$ cat src/rtl/lsu_mem_ctrl_if.sv
`default_nettype none
// ============================================================================
// Module   : lsu_mem_ctrl_if
// Brief    : Data-memory handshake bus between the LSU and data memory.
// Revision : 1.0  initial release
// ============================================================================
interface lsu_mem_ctrl_if;
    logic        mem_req;
    logic        mem_we;
    logic [31:0] mem_addr;
    logic [3:0]  mem_be;
    logic [31:0] mem_wdata;
    logic        mem_ack;
    logic [31:0] mem_rdata;

    modport master (
        output mem_req, mem_we, mem_addr, mem_be, mem_wdata,
        input  mem_ack, mem_rdata
    );

    modport slave (
        input  mem_req, mem_we, mem_addr, mem_be, mem_wdata,
        output mem_ack, mem_rdata
    );
endinterface
`default_nettype wire

$ cat src/rtl/lsu_mem_ctrl.sv
`default_nettype none
// ============================================================================
// Module   : lsu_mem_ctrl
// Brief    : SPARC load/store unit: alignment check, big-endian lanes,
//            load extension and LDD/STD split into two word transfers.
// Revision : 1.0  initial release
// ============================================================================
module lsu_mem_ctrl #(
    parameter int TIMEOUT = 255
) (
    input  wire logic        clk,
    input  wire logic        reset,
    input  wire logic        start,
    input  wire logic [5:0]  OpCode,
    input  wire logic [31:0] ea,
    input  wire logic [31:0] st_data0,
    input  wire logic [31:0] st_data1,
    output logic             busy,
    output logic             done,
    output logic [31:0]      ld_data0,
    output logic [31:0]      ld_data1,
    output logic             trap_align,
    output logic             trap_illop,
    output logic             trap_bus,
    lsu_mem_ctrl_if.master   mem
);
    localparam int         c_WAIT_W    = (TIMEOUT < 2) ? 1 : $clog2(TIMEOUT + 1);
    localparam logic [c_WAIT_W-1:0] c_WAIT_LAST = c_WAIT_W'(TIMEOUT - 1);
    localparam logic [1:0] c_SZ_B = 2'd0;
    localparam logic [1:0] c_SZ_H = 2'd1;
    localparam logic [1:0] c_SZ_W = 2'd2;
    localparam logic [1:0] c_SZ_D = 2'd3;

    typedef enum logic [1:0] {
        S_IDLE = 2'd0,
        S_ACC0 = 2'd1,
        S_ACC1 = 2'd2,
        S_DONE = 2'd3
    } state_t;

    state_t                r_state;
    logic [1:0]            r_size;
    logic                  r_sgn;
    logic                  r_st;
    logic [31:0]           r_ea;
    logic [31:0]           r_sd1;
    logic [c_WAIT_W-1:0]   r_wait;
    logic                  r_busy, r_done, r_trap_align, r_trap_illop, r_trap_bus;
    logic [31:0]           r_ld0, r_ld1;
    logic                  r_req, r_we;
    logic [31:0]           r_addr, r_wdata;
    logic [3:0]            r_be;

    logic                  w_legal, w_sgn, w_st, w_misalign, w_timeout;
    logic [1:0]            w_size;
    logic [3:0]            w_be;
    logic [31:0]           w_wdata, w_ld_ext;
    logic [7:0]            w_byte;
    logic [15:0]           w_half;

    // Opcode decode and store lane generation act on the live request inputs.
    always_comb begin
        w_legal = 1'b1;
        w_size  = c_SZ_W;
        w_sgn   = 1'b0;
        w_st    = 1'b0;
        case (OpCode)
            6'b001001: begin w_size = c_SZ_B; w_sgn = 1'b1; end
            6'b001010: begin w_size = c_SZ_H; w_sgn = 1'b1; end
            6'b001000: w_size = c_SZ_W;
            6'b000001: w_size = c_SZ_B;
            6'b000010: w_size = c_SZ_H;
            6'b000011: w_size = c_SZ_D;
            6'b000101: begin w_size = c_SZ_B; w_st = 1'b1; end
            6'b000110: begin w_size = c_SZ_H; w_st = 1'b1; end
            6'b000100: begin w_size = c_SZ_W; w_st = 1'b1; end
            6'b000111: begin w_size = c_SZ_D; w_st = 1'b1; end
            default:   w_legal = 1'b0;
        endcase

        case (w_size)
            c_SZ_B:  w_misalign = 1'b0;
            c_SZ_H:  w_misalign = ea[0];
            c_SZ_W:  w_misalign = |ea[1:0];
            default: w_misalign = |ea[2:0];
        endcase

        w_be    = 4'b1111;
        w_wdata = 32'd0;
        if (w_st) begin
            case (w_size)
                c_SZ_B: begin
                    w_be    = 4'b1000 >> ea[1:0];
                    w_wdata = {4{st_data0[7:0]}};
                end
                c_SZ_H: begin
                    w_be    = ea[1] ? 4'b0011 : 4'b1100;
                    w_wdata = {2{st_data0[15:0]}};
                end
                default: w_wdata = st_data0;
            endcase
        end
    end

    // Byte 0 sits in bits 31:24 (big-endian).
    always_comb begin
        case (r_ea[1:0])
            2'd0:    w_byte = mem.mem_rdata[31:24];
            2'd1:    w_byte = mem.mem_rdata[23:16];
            2'd2:    w_byte = mem.mem_rdata[15:8];
            default: w_byte = mem.mem_rdata[7:0];
        endcase
        w_half = r_ea[1] ? mem.mem_rdata[15:0] : mem.mem_rdata[31:16];
        case (r_size)
            c_SZ_B:  w_ld_ext = {{24{r_sgn & w_byte[7]}}, w_byte};
            c_SZ_H:  w_ld_ext = {{16{r_sgn & w_half[15]}}, w_half};
            default: w_ld_ext = mem.mem_rdata;
        endcase
    end

    assign w_timeout = (TIMEOUT != 0) && !mem.mem_ack && (r_wait == c_WAIT_LAST);

    always_ff @(posedge clk) begin
        if (reset) begin
            r_state      <= S_IDLE;
            r_size       <= c_SZ_B;
            r_sgn        <= 1'b0;
            r_st         <= 1'b0;
            r_ea         <= 32'd0;
            r_sd1        <= 32'd0;
            r_wait       <= '0;
            r_busy       <= 1'b0;
            r_done       <= 1'b0;
            r_trap_align <= 1'b0;
            r_trap_illop <= 1'b0;
            r_trap_bus   <= 1'b0;
            r_ld0        <= 32'd0;
            r_ld1        <= 32'd0;
            r_req        <= 1'b0;
            r_we         <= 1'b0;
            r_addr       <= 32'd0;
            r_be         <= 4'd0;
            r_wdata      <= 32'd0;
        end else begin
            case (r_state)
                S_IDLE: begin
                    if (start) begin
                        r_size <= w_size;
                        r_sgn  <= w_sgn;
                        r_st   <= w_st;
                        r_ea   <= ea;
                        r_sd1  <= st_data1;
                        r_busy <= 1'b1;
                        r_ld0  <= 32'd0;
                        r_ld1  <= 32'd0;
                        if (!w_legal) begin
                            r_trap_illop <= 1'b1;
                            r_done       <= 1'b1;
                            r_state      <= S_DONE;
                        end else if (w_misalign) begin
                            r_trap_align <= 1'b1;
                            r_done       <= 1'b1;
                            r_state      <= S_DONE;
                        end else begin
                            r_wait  <= '0;
                            r_req   <= 1'b1;
                            r_we    <= w_st;
                            r_addr  <= {ea[31:2], 2'b00};
                            r_be    <= w_be;
                            r_wdata <= w_wdata;
                            r_state <= S_ACC0;
                        end
                    end
                end
                S_ACC0, S_ACC1: begin
                    if (mem.mem_ack) begin
                        if (!r_st && r_state == S_ACC0) r_ld0 <= w_ld_ext;
                        if (!r_st && r_state == S_ACC1) r_ld1 <= mem.mem_rdata;
                        if (r_state == S_ACC0 && r_size == c_SZ_D) begin
                            r_wait  <= '0;
                            r_addr  <= r_ea + 32'd4;
                            r_wdata <= r_sd1;
                            r_state <= S_ACC1;
                        end else begin
                            r_req   <= 1'b0;
                            r_we    <= 1'b0;
                            r_addr  <= 32'd0;
                            r_be    <= 4'd0;
                            r_wdata <= 32'd0;
                            r_done  <= 1'b1;
                            r_state <= S_DONE;
                        end
                    end else if (w_timeout) begin
                        // Abort discards any word already captured by a double load.
                        r_req      <= 1'b0;
                        r_we       <= 1'b0;
                        r_addr     <= 32'd0;
                        r_be       <= 4'd0;
                        r_wdata    <= 32'd0;
                        r_ld0      <= 32'd0;
                        r_ld1      <= 32'd0;
                        r_trap_bus <= 1'b1;
                        r_done     <= 1'b1;
                        r_state    <= S_DONE;
                    end else begin
                        r_wait <= r_wait + 1'b1;
                    end
                end
                default: begin
                    r_done       <= 1'b0;
                    r_trap_align <= 1'b0;
                    r_trap_illop <= 1'b0;
                    r_trap_bus   <= 1'b0;
                    r_busy       <= 1'b0;
                    r_state      <= S_IDLE;
                end
            endcase
        end
    end

    assign busy          = r_busy;
    assign done          = r_done;
    assign ld_data0      = r_ld0;
    assign ld_data1      = r_ld1;
    assign trap_align    = r_trap_align;
    assign trap_illop    = r_trap_illop;
    assign trap_bus      = r_trap_bus;
    assign mem.mem_req   = r_req;
    assign mem.mem_we    = r_we;
    assign mem.mem_addr  = r_addr;
    assign mem.mem_be    = r_be;
    assign mem.mem_wdata = r_wdata;
endmodule
`default_nettype wire

$ cat src/flat_wrapper.sv
// flat-port wrapper written by rule: the top's interface ports become plain ports
module lsu_mem_ctrl_flat 
#(
    parameter int TIMEOUT = 255
)
  (clk, reset, start, OpCode, ea, st_data0, st_data1, busy, done, ld_data0, ld_data1, trap_align, trap_illop, trap_bus, mem_mem_req, mem_mem_we, mem_mem_addr, mem_mem_be, mem_mem_wdata, mem_mem_ack, mem_mem_rdata);
  lsu_mem_ctrl_if mem_i ();
  input  wire logic clk;
  input  wire logic reset;
  input  wire logic start;
  input  wire logic [5:0] OpCode;
  input  wire logic [31:0] ea;
  input  wire logic [31:0] st_data0;
  input  wire logic [31:0] st_data1;
  output logic busy;
  output logic done;
  output logic [31:0] ld_data0;
  output logic [31:0] ld_data1;
  output logic trap_align;
  output logic trap_illop;
  output logic trap_bus;
  output wire logic [$bits(mem_i.mem_req)-1:0] mem_mem_req;
  output wire logic [$bits(mem_i.mem_we)-1:0] mem_mem_we;
  output wire logic [$bits(mem_i.mem_addr)-1:0] mem_mem_addr;
  output wire logic [$bits(mem_i.mem_be)-1:0] mem_mem_be;
  output wire logic [$bits(mem_i.mem_wdata)-1:0] mem_mem_wdata;
  input wire logic [$bits(mem_i.mem_ack)-1:0] mem_mem_ack;
  input wire logic [$bits(mem_i.mem_rdata)-1:0] mem_mem_rdata;
  assign mem_mem_req = mem_i.mem_req;
  assign mem_mem_we = mem_i.mem_we;
  assign mem_mem_addr = mem_i.mem_addr;
  assign mem_mem_be = mem_i.mem_be;
  assign mem_mem_wdata = mem_i.mem_wdata;
  assign mem_i.mem_ack = mem_mem_ack;
  assign mem_i.mem_rdata = mem_mem_rdata;
  lsu_mem_ctrl #(.TIMEOUT(TIMEOUT)) u_core (.clk(clk), .reset(reset), .start(start), .OpCode(OpCode), .ea(ea), .st_data0(st_data0), .st_data1(st_data1), .busy(busy), .done(done), .ld_data0(ld_data0), .ld_data1(ld_data1), .trap_align(trap_align), .trap_illop(trap_illop), .trap_bus(trap_bus), .mem(mem_i));
endmodule
$ cat config.mk
export PLATFORM = sky130hd
export DESIGN_NAME = lsu_mem_ctrl_flat
export DESIGN_NICKNAME = d
export VERILOG_FILES = /design/src/rtl/lsu_mem_ctrl_if.sv /design/src/rtl/lsu_mem_ctrl.sv /design/src/flat_wrapper.sv
export SDC_FILE = /design/constraint.sdc
export NUM_CORES = 1
export LEC_CHECK = 0
export ABC_AREA = 1
export CORE_MARGIN = 4
export CORE_UTILIZATION = 50
export DETAILED_ROUTE_END_ITERATION = 12
export GPL_TIMING_DRIVEN = 0
export PLACE_DENSITY = 0.87
export SLEW_MARGIN = 10
export SYNTH_ARGS = -nofsm -noshare
export SYNTH_HDL_FRONTEND = slang
export SYNTH_SLANG_ARGS = --single-unit
$ cat constraint.sdc
create_clock -name clk -period 4.17 [get_ports clk]
set_clock_uncertainty 0.1 [all_clocks]
set_input_delay 0.6255 -clock clk [delete_from_list [all_inputs] [get_ports clk]]
set_output_delay 0.6255 -clock clk [all_outputs]
set_load 0.03 [all_outputs]
==> impl_metrics.env <==
export IMPL_outcome="finished, final reports clean"
export IMPL_track_usage=0.3292
export IMPL_avgSynthCellArea_sq_um=6.549
export IMPL_arrival_ns=3.21
export IMPL_met2_usage=0.5373
export IMPL_whs_ns=0.3487
export IMPL_endpoint_kind="flip-flop"
export IMPL_synth_distinct_cells=38
export IMPL_cts_resized=0
export IMPL_die_area_sq_mm=0.02417
export IMPL_synth_seq_area_share=0.3996
export IMPL_synthArstFlopShare=0
export IMPL_route_vias_total=12610
export IMPL_chipWidth_um=155.5
export IMPL_cts_root_buffer="clkbuf_16"
export IMPL_grt_start_max_net_pins=14
export IMPL_power_clock_fraction=0.250
export IMPL_crit_path_start_kind="flip-flop"
export IMPL_clk_path_buf_depth=3
export IMPL_worstSetupPathType="flip-flop to flip-flop"
export IMPL_cts_tree="yes"
export IMPL_place_congestion=0.9740
export IMPL_syn_nets=1806
export IMPL_n_antenna_cell=0
export IMPL_cts_buffers=24
export IMPL_use_met1=0.4201
export IMPL_path_cells="inv_1 > ha_1 > buf_2 > nand2_1 > inv_1 > clkbuf_1 > clkbuf_1 > a21oi_1"
export IMPL_setup_tns_ns=0
export IMPL_viasPerCell=5.597
export IMPL_hold_buffers=0
export IMPL_min_period_ns=2.933
export IMPL_power_frac_seq=0.312
export IMPL_cts_setup_buffers=0
export IMPL_cellLeakagePower_nw=5.862
export IMPL_max_freq_mhz=341.0
export IMPL_design_area_sq_mm=0.01483
export IMPL_gr_total_overflow=0
export IMPL_pwr_share_comb=0.438
export IMPL_cts_num_sinks=217
export IMPL_synth_largest_area_cell="dfxtp_1"
export IMPL_worst_pin_slew_ns=0.8492
export IMPL_fp_coreArea_sq_mm=0.02122
export IMPL_grt_pass1_wl_um=63640
export IMPL_rrSetupSlack_ns=1.24
export IMPL_top_usage_layer="met2"
export IMPL_path_clk_slew_ns=0.06
export IMPL_drt_iter0_drc=1147
export IMPL_rows=53
export IMPL_critPathMaxFanout=10
export IMPL_initial_utilization=0.5123
export IMPL_slew_violations=0
export IMPL_slew_headroom=0.4338
export IMPL_fin_cells=2253
export IMPL_setup_viol=0
export IMPL_area_growth_pct=36.45
export IMPL_ir_worst_vdd_mv=0.4095
export IMPL_h_tree_depth=1
export IMPL_synth_ff_type="dfxtp_1"
export IMPL_max_stage_delay_ns=0.63
export IMPL_final_antenna_net_count=0
export IMPL_holdCritPathClass="flip-flop to flip-flop"
export IMPL_drc_errors=0
export IMPL_hold_violations=0
export IMPL_yosys_register_bits=217
export IMPL_dp_hpwl_um=32570
export IMPL_dieHeight_um=155.5
export IMPL_p_switching_w=0.003975
export IMPL_place_area_sq_mm=0.01396
export IMPL_crit_slowest_cell="clkbuf_1"
export IMPL_synth_cell_area_sq_mm=0.01087
export IMPL_ys_warn_count=0
export IMPL_rsz0062_at_grt="no"
export IMPL_synth_top_cell_area_share=0.3996
export IMPL_dr_pass1_iters=6
export IMPL_worstPathRequired_ns=4.45
export IMPL_nNetsFinal=2106
export IMPL_wl_per_cell_um=18.60
export IMPL_cap_violations=0
export IMPL_fill_cells=1845
export IMPL_grt_use_met3=0.08317
export IMPL_routed_wl_um=41900
export IMPL_grt_pass1_vias=11950
export IMPL_post_route_period_util=0.7033
export IMPL_p_int_w=0.005374
export IMPL_drive_gt1_frac=0.06218
export IMPL_worstSkewPairLatency_ns=0.52
export IMPL_power_density_mw_per_mm2=630.2
export IMPL_num_io_pins=277
export IMPL_synth_area_leaders="dfxtp_1 40%, nand2_1 15%, a21oi_1 7.9%, nor2_1 7.7%, o21ai_0 6.0%"
export IMPL_port_buffers=274
export IMPL_dpl_cell_count=2209
export IMPL_antenna_found_initial=1
export IMPL_syn_inst=1660
export IMPL_switching_share=0.4252
export IMPL_synth_edff_count=0
==> per-stage QoR <==
step,util,total power [W],setup WS [ns]
2_1_floorplan,-,0.005399,2.183
3_3_place_gp,0.6578,0.006882,0.9977
3_5_place_dp,0.6578,0.006950,0.9503
4_1_cts,0.6991,0.009281,1.316
5_1_grt,0.6991,0.009784,1.124
6_report,0.6991,0.009348,1.237
==> state kept, by name, summed over array words and instances, names as in the netlist <==
register              cells
u_core.ld_data0          32
u_core.ld_data1          32
u_core.mem.mem_addr      32
u_core.mem.mem_wdata     32
u_core.r_ea              32
u_core.r_sd1             32
u_core.r_wait             8
u_core.mem.mem_be         4
u_core.r_size             2
u_core.r_state            2
u_core.busy               1
u_core.done               1
u_core.mem.mem_req        1
u_core.mem.mem_we         1
u_core.r_sgn              1
u_core.r_st               1
u_core.trap_align         1
u_core.trap_bus           1
u_core.trap_illop         1
==> final timing paths <==
check                                  startpoint                 to  cells past startpoint
worst max-delay path            u_core.r_state[0]     u_core.r_ea[7]                      8
worst min-delay path            u_core.trap_illop  u_core.trap_illop                      2
worst max register to register  u_core.r_state[0]     u_core.r_ea[7]                      8
worst min register to register  u_core.trap_illop  u_core.trap_illop                      2
==> cell usage in the layout, fill, tap and decap left out, types with 5 or more instances in the layout <==
cell / n
a21oi_1: 171
buf_2: 19
buf_4: 12
clkbuf_1: 64
clkbuf_16: 25
clkbuf_8: 6
clkdlybuf4s50_1: 274
clkinv_2: 7
dfxtp_1: 217
ha_1: 8
inv_1: 140
nand2_1: 429
nand2_2: 5
nand3_1: 97
nand4_1: 43
nor2_1: 222
nor3_1: 13
o211ai_1: 19
o21ai_0: 130
o22ai_1: 6
or2_2: 23
==> worst max-delay path: cells and delay by family, from the launching register on <==
family	cells	cell delay [ns]
buffers and inverters	5	1.70
DFF	1	0.35
and+or+nand+nor	1	0.34
AOI/OAI and AO/OA	1	0.16
adders and majority gates	1	0.14
==> cell usage after synthesis (all sizes together), types with 3 or more instances <==
master,n
inv,142
nand3,100
o31ai,3
clkbuf,63
xor2,3
ha,8
a21oi,172
nor3,14
o21ai,135
o211ai,19
o21a,4
nor2,231
nand2,436
nand4,43
buf,35
dfxtp,217
or2,23
o22ai,6
==> power by group through the flow <==
stage	combinational, W	clock, W	sequential [W]
global placement	0.00395	0	0.00293
global route	0.00441	0.00241	0.00296
finish	0.00410	0.00233	0.00292
floorplan	0.00200	0	0.00340
detailed placement	0.00401	0	0.00294
CTS	0.00404	0.00234	0.00290
==> per-layer routing <==
layer / up-vias / share of wire
met5: - / 0
met4: 0 / 0.040
met3: 122 / 0.12
met2: 727 / 0.45
met1: 5776 / 0.39
li1: 5986 / -
==> logic make-up after synthesis <==
group	Yosys count	synth area share
AOI/OAI and AO/OA	342	0.1664
xor gates and xnor gates	3	0.002417
adders and majority gates	8	0.009207
buffers and inverters	241	0.09092
DFF	217	0.3996
and+or+nand+nor	849	0.3315
==> layout make-up <==
type / count / area (sq um) / share of cell area
sequential: 217 / 4344 / 0.2928
buffer: 98 / 451.7 / 0.03045
clock inverter: 12 / 163.9 / 0.01105
multi-input combinational: 1202 / 5539 / 0.3734
inverter: 143 / 536.8 / 0.03618
tap: 275 / 344.1 / 0.02320
clock buffer: 32 / 711.9 / 0.04799
timing repair buffer: 274 / 2743 / 0.1849
(Power assumes the default switching activity.)
==> RTL edit (same settings) <==
`TIMEOUT` is set to 255 in 2 places; all go to 510.
--- a/src/rtl/lsu_mem_ctrl.sv
+++ b/src/rtl/lsu_mem_ctrl.sv
@@ -7,5 +7,5 @@
 // ============================================================================
 module lsu_mem_ctrl #(
-    parameter int TIMEOUT = 255
+    parameter int TIMEOUT = 510
 ) (
     input  wire logic        clk,
--- a/src/flat_wrapper.sv
+++ b/src/flat_wrapper.sv
@@ -2,5 +2,5 @@
 module lsu_mem_ctrl_flat 
 #(
-    parameter int TIMEOUT = 255
+    parameter int TIMEOUT = 510
 )
   (clk, reset, start, OpCode, ea, st_data0, st_data1, busy, done, ld_data0, ld_data1, trap_align, trap_illop, trap_bus, mem_mem_req, mem_mem_we, mem_mem_addr, mem_mem_be, mem_mem_wdata, mem_mem_ack, mem_mem_rdata);
Function: not settled (the Yosys comparison gave no result); the edit may change what the design does.
==> RTL edit against the original RTL <==
  * Area after synthesis rose by 3.8%
  * Highest routed layer unchanged
  * First-iteration DRC count rose by 15%
  * Synthesized cell count rose by 6.9%
  * Global-route usage rose by 1.3 points
  * Setup slack got worse by 0.015 ns
  * Sequential cell count rose by 1
  * Critical path type unchanged
  * Utilization fell by 0.63 points
  * Wire length rose by 5.5%
  * Power rose by 5.1%
  * Final area rose by 2.9%
==> RTL edit: results <==
[clocking]
cts.clk_slew.worst_paths_ns = 0.06
post_cts_resize_count = 0
htree_levels = 1
cts_made_buffers = 25
root_buffer = "clkbuf_16"

[worst_setup_path]
reg2reg_depth = 10
worstPathMaxFanout = 10
crit_start = "u_core.r_state[1]$_SDFFE_PP0P_"
crit_arrival_ns = 3.23
path_class = "flip-flop to flip-flop"
rr_endpoint = "u_core.mem.mem_wdata[3]$_SDFFE_PP0P_"

[min_path]
min_path_cells = 2
min_path_type = "flip-flop to flip-flop"

[logic_synthesis]
synth_nets = 1920
ys_warn_count = 0
yosysSeqAreaShare = 0.387
synthCells = 1774
synthTopCellsByArea = "dfxtp_1, nand2_1, nor2_1, a21oi_1, nand3_1"
synth_top_flop_cell = "dfxtp_1"
synth_common_cells = "nand2_1, nor2_1, dfxtp_1"

[route]
antenna_left = 0
wirelength_mm = 44.2
wl_met2_mm = 19.9
firstDrtPassIters = 8
vias_per_cell = 5.60
wl_met3_mm = 5.16
drtIter0Drc = 1324
routedWlPerCell_um = 18.6
wl_met1_mm = 17.6

[cells_and_area]
fill_cells = 1913
layout.nets = 2222
drive_gt1_frac = 0.0573

[placed_design]
hpwl_mm = 34.4
dp_cells = 2329
place_area_um2 = 14400
dp_slack_ns = 1.00
gp_congestion = 0.976
port_buffers = 275

[timing]
final.setup.worst_slack_ns = 1.22
tightest_slew_ns = 0.782

[grt]
grt_pass1_wl_mm = 67.5
grt_max_degree = 14
grt_usage = 0.342
antenna_found_initial = 1
grt_pass1_vias = 12603

[pwr]
intPower_mw = 5.52
ir_drop_uv = 503
p_leak_nw = 6.17

[outcome]
outcome = "finished, final reports clean"
## RTL edit: power by group through the flow
stage                     sequential, mW  combinational (mW)  clock [mW]
final                               2.95                4.54        2.33
after global placement              2.96                4.35           0
after detailed placement            2.97                4.43           0
after floorplan                     3.47                2.26           0
after CTS                           2.93                4.47        2.34
after global routing                3.00                4.91        2.44
## RTL edit: layout make-up
cell class	instances	area (um2)	share of cell area
Clock inverter	14	176	0.0116
Sequential cell	218	4360	0.286
Inverter	170	638	0.0418
Clock buffer	32	692	0.0453
Tap cell	280	350	0.0230
Buffer	105	488	0.0320
Antenna cell	1	2.50	0.000164
Multi-Input combinational cell	1281	5790	0.380
Timing Repair Buffer	275	2750	0.180
## RTL edit: kinds of logic after synthesis
family                   share of synthesized area
AO/OA/AOI/OAI                                0.141
XOR/XNOR                                  0.000776
buffers and inverters                       0.0998
AND/OR/NAND/NOR                              0.363
adder cells (fa/ha/maj)                    0.00887
flip-flops                                   0.387
## RTL edit: worst min-delay path by stage
stage / startpoint / to / slack, ns
2_1_floorplan: u_core.r_sd1[0]$_SDFFE_PP0P_ / u_core.r_sd1[0]$_SDFFE_PP0P_ / 0.33
3_3_place_gp: u_core.r_sd1[3]$_SDFFE_PP0P_ / u_core.r_sd1[3]$_SDFFE_PP0P_ / 0.34
3_5_place_dp: u_core.trap_illop$_SDFFE_PP0P_ / u_core.trap_illop$_SDFFE_PP0P_ / 0.35
4_1_cts: u_core.r_sd1[3]$_SDFFE_PP0P_ / u_core.r_sd1[3]$_SDFFE_PP0P_ / 0.36
5_1_grt: u_core.ld_data1[15]$_SDFFE_PP0P_ / u_core.ld_data1[15]$_SDFFE_PP0P_ / 0.38
6_report: u_core.r_sd1[3]$_SDFFE_PP0P_ / u_core.r_sd1[3]$_SDFFE_PP0P_ / 0.35
## RTL edit: routing by layer
| metal | global-route usage | vias up |
|---|---|---|
| met5 | 0 | - |
| met4 | 0.115 | 0 |
| met3 | 0.0716 | 131 |
| met2 | 0.559 | 804 |
| met1 | 0.452 | 6065 |
| li1 | - | 6304 |
## RTL edit: per-stage QoR
step                       util  power, mW
after global placement    0.653       7.30
after global routing      0.693       10.3
after CTS                 0.693       9.74
after floorplan               -       5.73
after detailed placement  0.653       7.40
final                     0.693       9.82
## RTL edit: critical path, stage by stage (launching register included)
cell and delay [ns]:
dfxtp_1 0.42, inv_1 0.11, ha_1 0.31, nand2_1 0.16, nor2_1 0.09, inv_1 0.08, clkbuf_1 0.53, clkbuf_1 0.48
o22ai_1 0.23, nand3_1 0.19, a21oi_1 0.09
